<file path="src/rtl/spi_reply_encoder.sv">
// Frames reply-FIFO contents as SOF, ADDR, N, payload[0..N-1] and, when
// SPI_REPLY_CSUM_EN is defined, a trailing XOR checksum of ADDR, N and payload.
module spi_reply_encoder #(
    parameter logic [7:0] SOF  = 8'hA5,
    parameter logic [7:0] ADDR = 8'h01
) (
    input  logic       clk,
    input  logic       rst,
    input  logic       have_msg,
    input  logic [7:0] len,
    input  logic [7:0] in_data,
    output logic       rdreq,
    input  logic       tx_ready,
    output logic [7:0] out_data,
    output logic       out_ena,
    output logic       busy
);

    typedef enum logic [2:0] {
        IDLE,
        HDR_SOF,
        HDR_ADDR,
        HDR_LEN,
        RD,
        LAT,
        DATA
`ifdef SPI_REPLY_CSUM_EN
        ,
        CSUM
`endif
    } state_t;

    state_t      state_q, state_d;
    logic [7:0]  out_data_q, out_data_d;
    logic [6:0]  cnt_q, cnt_d;
    logic [6:0]  n_sample;
    logic        emit_state;
    logic        xfer;
    logic        len_unused;

    // Only the low six bits of the fill level carry the byte count.
    assign len_unused = &len[7:6];
    assign n_sample   = (len[5:0] == 6'd0) ? 7'd64 : {1'b0, len[5:0]};

`ifdef SPI_REPLY_CSUM_EN
    logic [7:0] csum_q, csum_d;
`endif

    always_comb begin
        emit_state = 1'b0;
        case (state_q)
            HDR_SOF, HDR_ADDR, HDR_LEN, DATA: emit_state = 1'b1;
`ifdef SPI_REPLY_CSUM_EN
            CSUM:                             emit_state = 1'b1;
`endif
            default:                          emit_state = 1'b0;
        endcase
    end

    assign xfer = emit_state && tx_ready;

    always_comb begin
        state_d    = state_q;
        out_data_d = out_data_q;
        cnt_d      = cnt_q;
`ifdef SPI_REPLY_CSUM_EN
        csum_d     = csum_q;
`endif
        case (state_q)
            IDLE: begin
                if (have_msg) begin
                    state_d    = HDR_SOF;
                    out_data_d = SOF;
                    cnt_d      = n_sample;
`ifdef SPI_REPLY_CSUM_EN
                    csum_d     = ADDR ^ {1'b0, n_sample};
`endif
                end
            end
            HDR_SOF: begin
                if (xfer) begin
                    state_d    = HDR_ADDR;
                    out_data_d = ADDR;
                end
            end
            HDR_ADDR: begin
                if (xfer) begin
                    state_d    = HDR_LEN;
                    out_data_d = {1'b0, cnt_q};
                end
            end
            HDR_LEN: begin
                if (xfer) begin
                    state_d = RD;
                end
            end
            RD: begin
                state_d = LAT;
            end
            LAT: begin
                // FIFO q is valid here, one cycle after the read strobe.
                state_d    = DATA;
                out_data_d = in_data;
`ifdef SPI_REPLY_CSUM_EN
                csum_d     = csum_q ^ in_data;
`endif
            end
            DATA: begin
                if (xfer) begin
                    cnt_d = cnt_q - 7'd1;
                    if (cnt_q == 7'd1) begin
`ifdef SPI_REPLY_CSUM_EN
                        state_d    = CSUM;
                        out_data_d = csum_q;
`else
                        state_d    = IDLE;
`endif
                    end else begin
                        state_d = RD;
                    end
                end
            end
`ifdef SPI_REPLY_CSUM_EN
            CSUM: begin
                if (xfer) begin
                    state_d = IDLE;
                end
            end
`endif
            default: begin
                state_d = IDLE;
            end
        endcase
    end

    always_ff @(posedge clk) begin
        if (rst) begin
            state_q    <= IDLE;
            out_data_q <= 8'h00;
            cnt_q      <= 7'd0;
`ifdef SPI_REPLY_CSUM_EN
            csum_q     <= 8'h00;
`endif
        end else begin
            state_q    <= state_d;
            out_data_q <= out_data_d;
            cnt_q      <= cnt_d;
`ifdef SPI_REPLY_CSUM_EN
            csum_q     <= csum_d;
`endif
        end
    end

    // Reset wins in its own cycle: no strobe escapes while rst is high.
    assign out_ena  = xfer && !rst;
    assign rdreq    = (state_q == RD) && !rst;
    assign busy     = (state_q != IDLE);
    assign out_data = out_data_q;

endmodule
</file>
<file path="config.mk">
export PLATFORM = sky130hd
export DESIGN_NAME = spi_reply_encoder
export DESIGN_NICKNAME = d
export VERILOG_FILES = /design/src/rtl/spi_reply_encoder.sv
export SDC_FILE = /design/constraint.sdc
export NUM_CORES = 1
export LEC_CHECK = 0
export ABC_AREA = 1
export CAP_MARGIN = 10
export CORE_ASPECT_RATIO = 1.2
export CORE_UTILIZATION = 52
export CTS_CLUSTER_SIZE = 28
export DETAILED_ROUTE_END_ITERATION = 7
export GPL_ROUTABILITY_DRIVEN = 1
export GPL_TIMING_DRIVEN = 0
export PLACE_DENSITY = 0.82
export SLEW_MARGIN = 0
export SYNTH_ARGS = -nofsm -noshare
export SYNTH_HDL_FRONTEND = slang
export SYNTH_SLANG_ARGS = --single-unit
</file>
<file path="constraint.sdc">
create_clock -name clk -period 1.8 [get_ports clk]
set_input_delay 0.36 -clock clk [delete_from_list [all_inputs] [get_ports clk]]
set_output_delay 0.36 -clock clk [all_outputs]
set_load 0.05 [all_outputs]
</file>
==> flow_summary.json <==
{
  "outcome": "finished clean",
  "r2r_cells": 10,
  "synthCells": 202,
  "route.vias.total": 1355,
  "post_cts_buffers": 0,
  "hp-class": "in -> reg",
  "path_class": "in -> out",
  "die_w_microns": 45.85,
  "finalSetupViolCount": 0,
  "grt_max_degree": 11,
  "ios": 31,
  "drive_gt1_frac": 0.09013,
  "placed_cells": 259,
  "fin_setup_tns_ns": 0,
  "antenna-diode-count": 0,
  "syn_area_per_cell_sq_um": 5.940,
  "power_density_nw_per_um2": 1723,
  "reg2reg_from": "cnt_q[0]",
  "wirelength_mm": 3.156,
  "clk_pin_slew_worst_paths_ns": 0.11,
  "maxSlewViolCount": 0,
  "grt_pass1_wl_mm": 4.933,
  "post_drt_wl_per_cell_microns": 12.00,
  "fin_area_sq_um": 1556,
  "rr_endpoint": "cnt_q[6]",
  "drc": 0,
  "ctsHoldBuffers": 0,
  "fin_crit_ns": 1.725,
  "power_mw": 2.682,
  "p_sw_mw": 1.427,
  "start_kind": "input pin",
  "rsz0062_at_grt": "false",
  "cts_buffers": 3,
  "min_from": "rst",
  "max_cap_viol_count": 0,
  "dieHeight_microns": 54.62,
  "relSlewSlack": 0.6585,
  "worstHoldEndpoint": "cnt_q[5]",
  "rows": 18,
  "start_util": 0.5668,
  "synth_seq_area_share": 0.3003,
  "p_leak_nw": 0.8304,
  "overflow": 0,
  "routed_via_density": 5.152,
  "setup_ws_ns": 0.07544,
  "dr.pass1.iters": 5,
  "min_path_cells": 2,
  "drtAntennaViolNets": 0,
  "arrival_ns": 1.36,
  "track_usage": 0.2774,
  "grt_pass1_vias": 1151,
  "reg2reg_setup_slack_ns": 0.29,
  "seqPwrFrac": 0.262,
  "die_area_sq_um": 2504,
  "clkPwrFrac": 0.094,
  "place_area_sq_um": 1518,
  "place_congestion": 0.8757,
  "finalNonFillerCells": 263,
  "io_buffers": 27,
  "worstMarginPinSlew_ns": 0.5143,
  "nets": 256,
  "yosysWarningCount": 0,
  "fmax_ghz": 0.5799,
  "syn_to_final_growth_pct": 29.72,
  "intPower_mw": 1.255,
  "synth_area_sq_um": 1200,
  "clock_sinks": 18,
  "synth_nets": 224,
  "skew_ns": 0.01198,
  "end_kind": "primary output",
  "dpl.hpwl_mm": 2.416,
  "cp.required_ns": 1.44,
  "p_comb_frac": 0.644,
  "clk-insertion-delay-late_ns": 0.30,
  "htreeDepth": 1,
  "root_buffer": "clkbuf_4",
  "synth_edf_count": 0,
  "place_ws_ns": -0.5364,
  "fp.coreArea_sq_um": 2117,
  "ir_worst_vdd_uv": 1093,
  "p_sw_frac": 0.5320,
  "synth_seq_cells": 18,
  "path_max_fanout": 4,
  "cts.path.max_buffers": 2,
  "hold_viol_final": 0,
  "ys.flop_type": "dfxtp_1",
  "cts_tree": "yes",
  "ys_types": 24,
  "antenna_found_initial": 0,
  "dr.first_iter.drc_count": 47,
  "async_flop_share": 0,
  "finalCritPeriodShare": 0.9581
}
[layout by cell type (no fill, tap or decap), types with 3 or more instances in the layout]
master,count
nand2_1,62
nor2_1,33
inv_1,30
dfxtp_1,16
clkdlybuf4s50_1,16
nand3_1,14
o21ai_0,10
a21oi_1,8
dlygate4sd2_1,4
dlymetal6s2s_1,4
buf_6,3
nand4_1,3
clkbuf_4,3
[worst max path at each step]
stage | cells after the start | to | from | slack, ns
CTS | 1 | out_data[5] | out_data[5] | 0.002
global route | 6 | out_ena | state_q[1] | 0.01
global placement | 4 | out_ena | tx_ready | -0.50
detailed placement | 4 | out_ena | tx_ready | -0.54
finish | 4 | out_ena | tx_ready | 0.08
floorplan | 4 | out_ena | state_q[0] | 0.11
[critical path, stage by stage]
cell             delay [ns]
clkdlybuf4s50_1        0.53
inv_1                  0.09
nor3_2                 0.20
buf_6                  0.18
[cell type report]
type	count	area, sq um
plain buffers	5	37.54
clock buffers	4	36.28
fillers	210	560.5
inverters	31	116.4
multi-input cells	148	699.4
flip-flops and latches	18	362.8
well taps	30	37.54
repair buffers	27	266.5
[per-layer routing]
layer / track usage / up-vias / wire length, microns / share of wire
li1: - / 691 / - / -
met3: 0.03960 / 4 / 122 / 0.039
met5: 0 / - / 0 / 0
met4: 0.09804 / 0 / 25 / 0.0079
met2: 0.5141 / 44 / 1685 / 0.53
met1: 0.3153 / 616 / 1323 / 0.42
[kinds of logic (layout without fill, tap and decap cells)]
logic type      after synthesis  count (layout)  share of synthesized area
buf+inv                      36              67                     0.1283
flops                        18              18                     0.3003
simple gates                122             122                     0.4453
fa+ha+maj                     2               2                    0.02085
compound gates               24              24                     0.1053
[sequential cells by signal, summed over array words and instances, names as in the netlist]
name      flops
out_data      8
cnt_q         7
state_q       3
[timing repair]
action / 4_1_cts / 5_1_grt
gates resized for setup: 23 / 6
cloned: 0 / 0
endpoints found under the setup margin: 7 / 5
[power groups by stage]
stage | registers (mW) | clock network [mW] | logic, mW
CTS | 0.699 | 0.255 | 1.72
global route | 0.722 | 0.279 | 1.91
detailed placement | 0.708 | 0 | 1.75
floorplan | 0.945 | 0 | 1.05
global placement | 0.699 | 0 | 1.71
finish | 0.702 | 0.252 | 1.73
[Yosys cell counts (all sizes together), types with 2 or more instances]
cell | number | share of area
ha | 2 | 0.021
nand2 | 64 | 0.21
nand4 | 4 | 0.033
nand3 | 15 | 0.073
nor2 | 34 | 0.11
inv | 31 | 0.097
clkbuf | 2 | 0.0063
nor3 | 4 | 0.017
a21oi | 8 | 0.033
o21ai | 13 | 0.054
buf | 3 | 0.025
dfxtp | 18 | 0.30
[metrics by stage]
step,utilization,hold WS [ns]
2_1_floorplan,-,0.4783
3_3_place_gp,0.7169,0.4961
3_5_place_dp,0.7169,0.5062
4_1_cts,0.7281,0.4684
5_1_grt,0.7352,0.4838
6_report,0.7352,0.4663
Note: power is estimated with default switching activity, not from simulation.
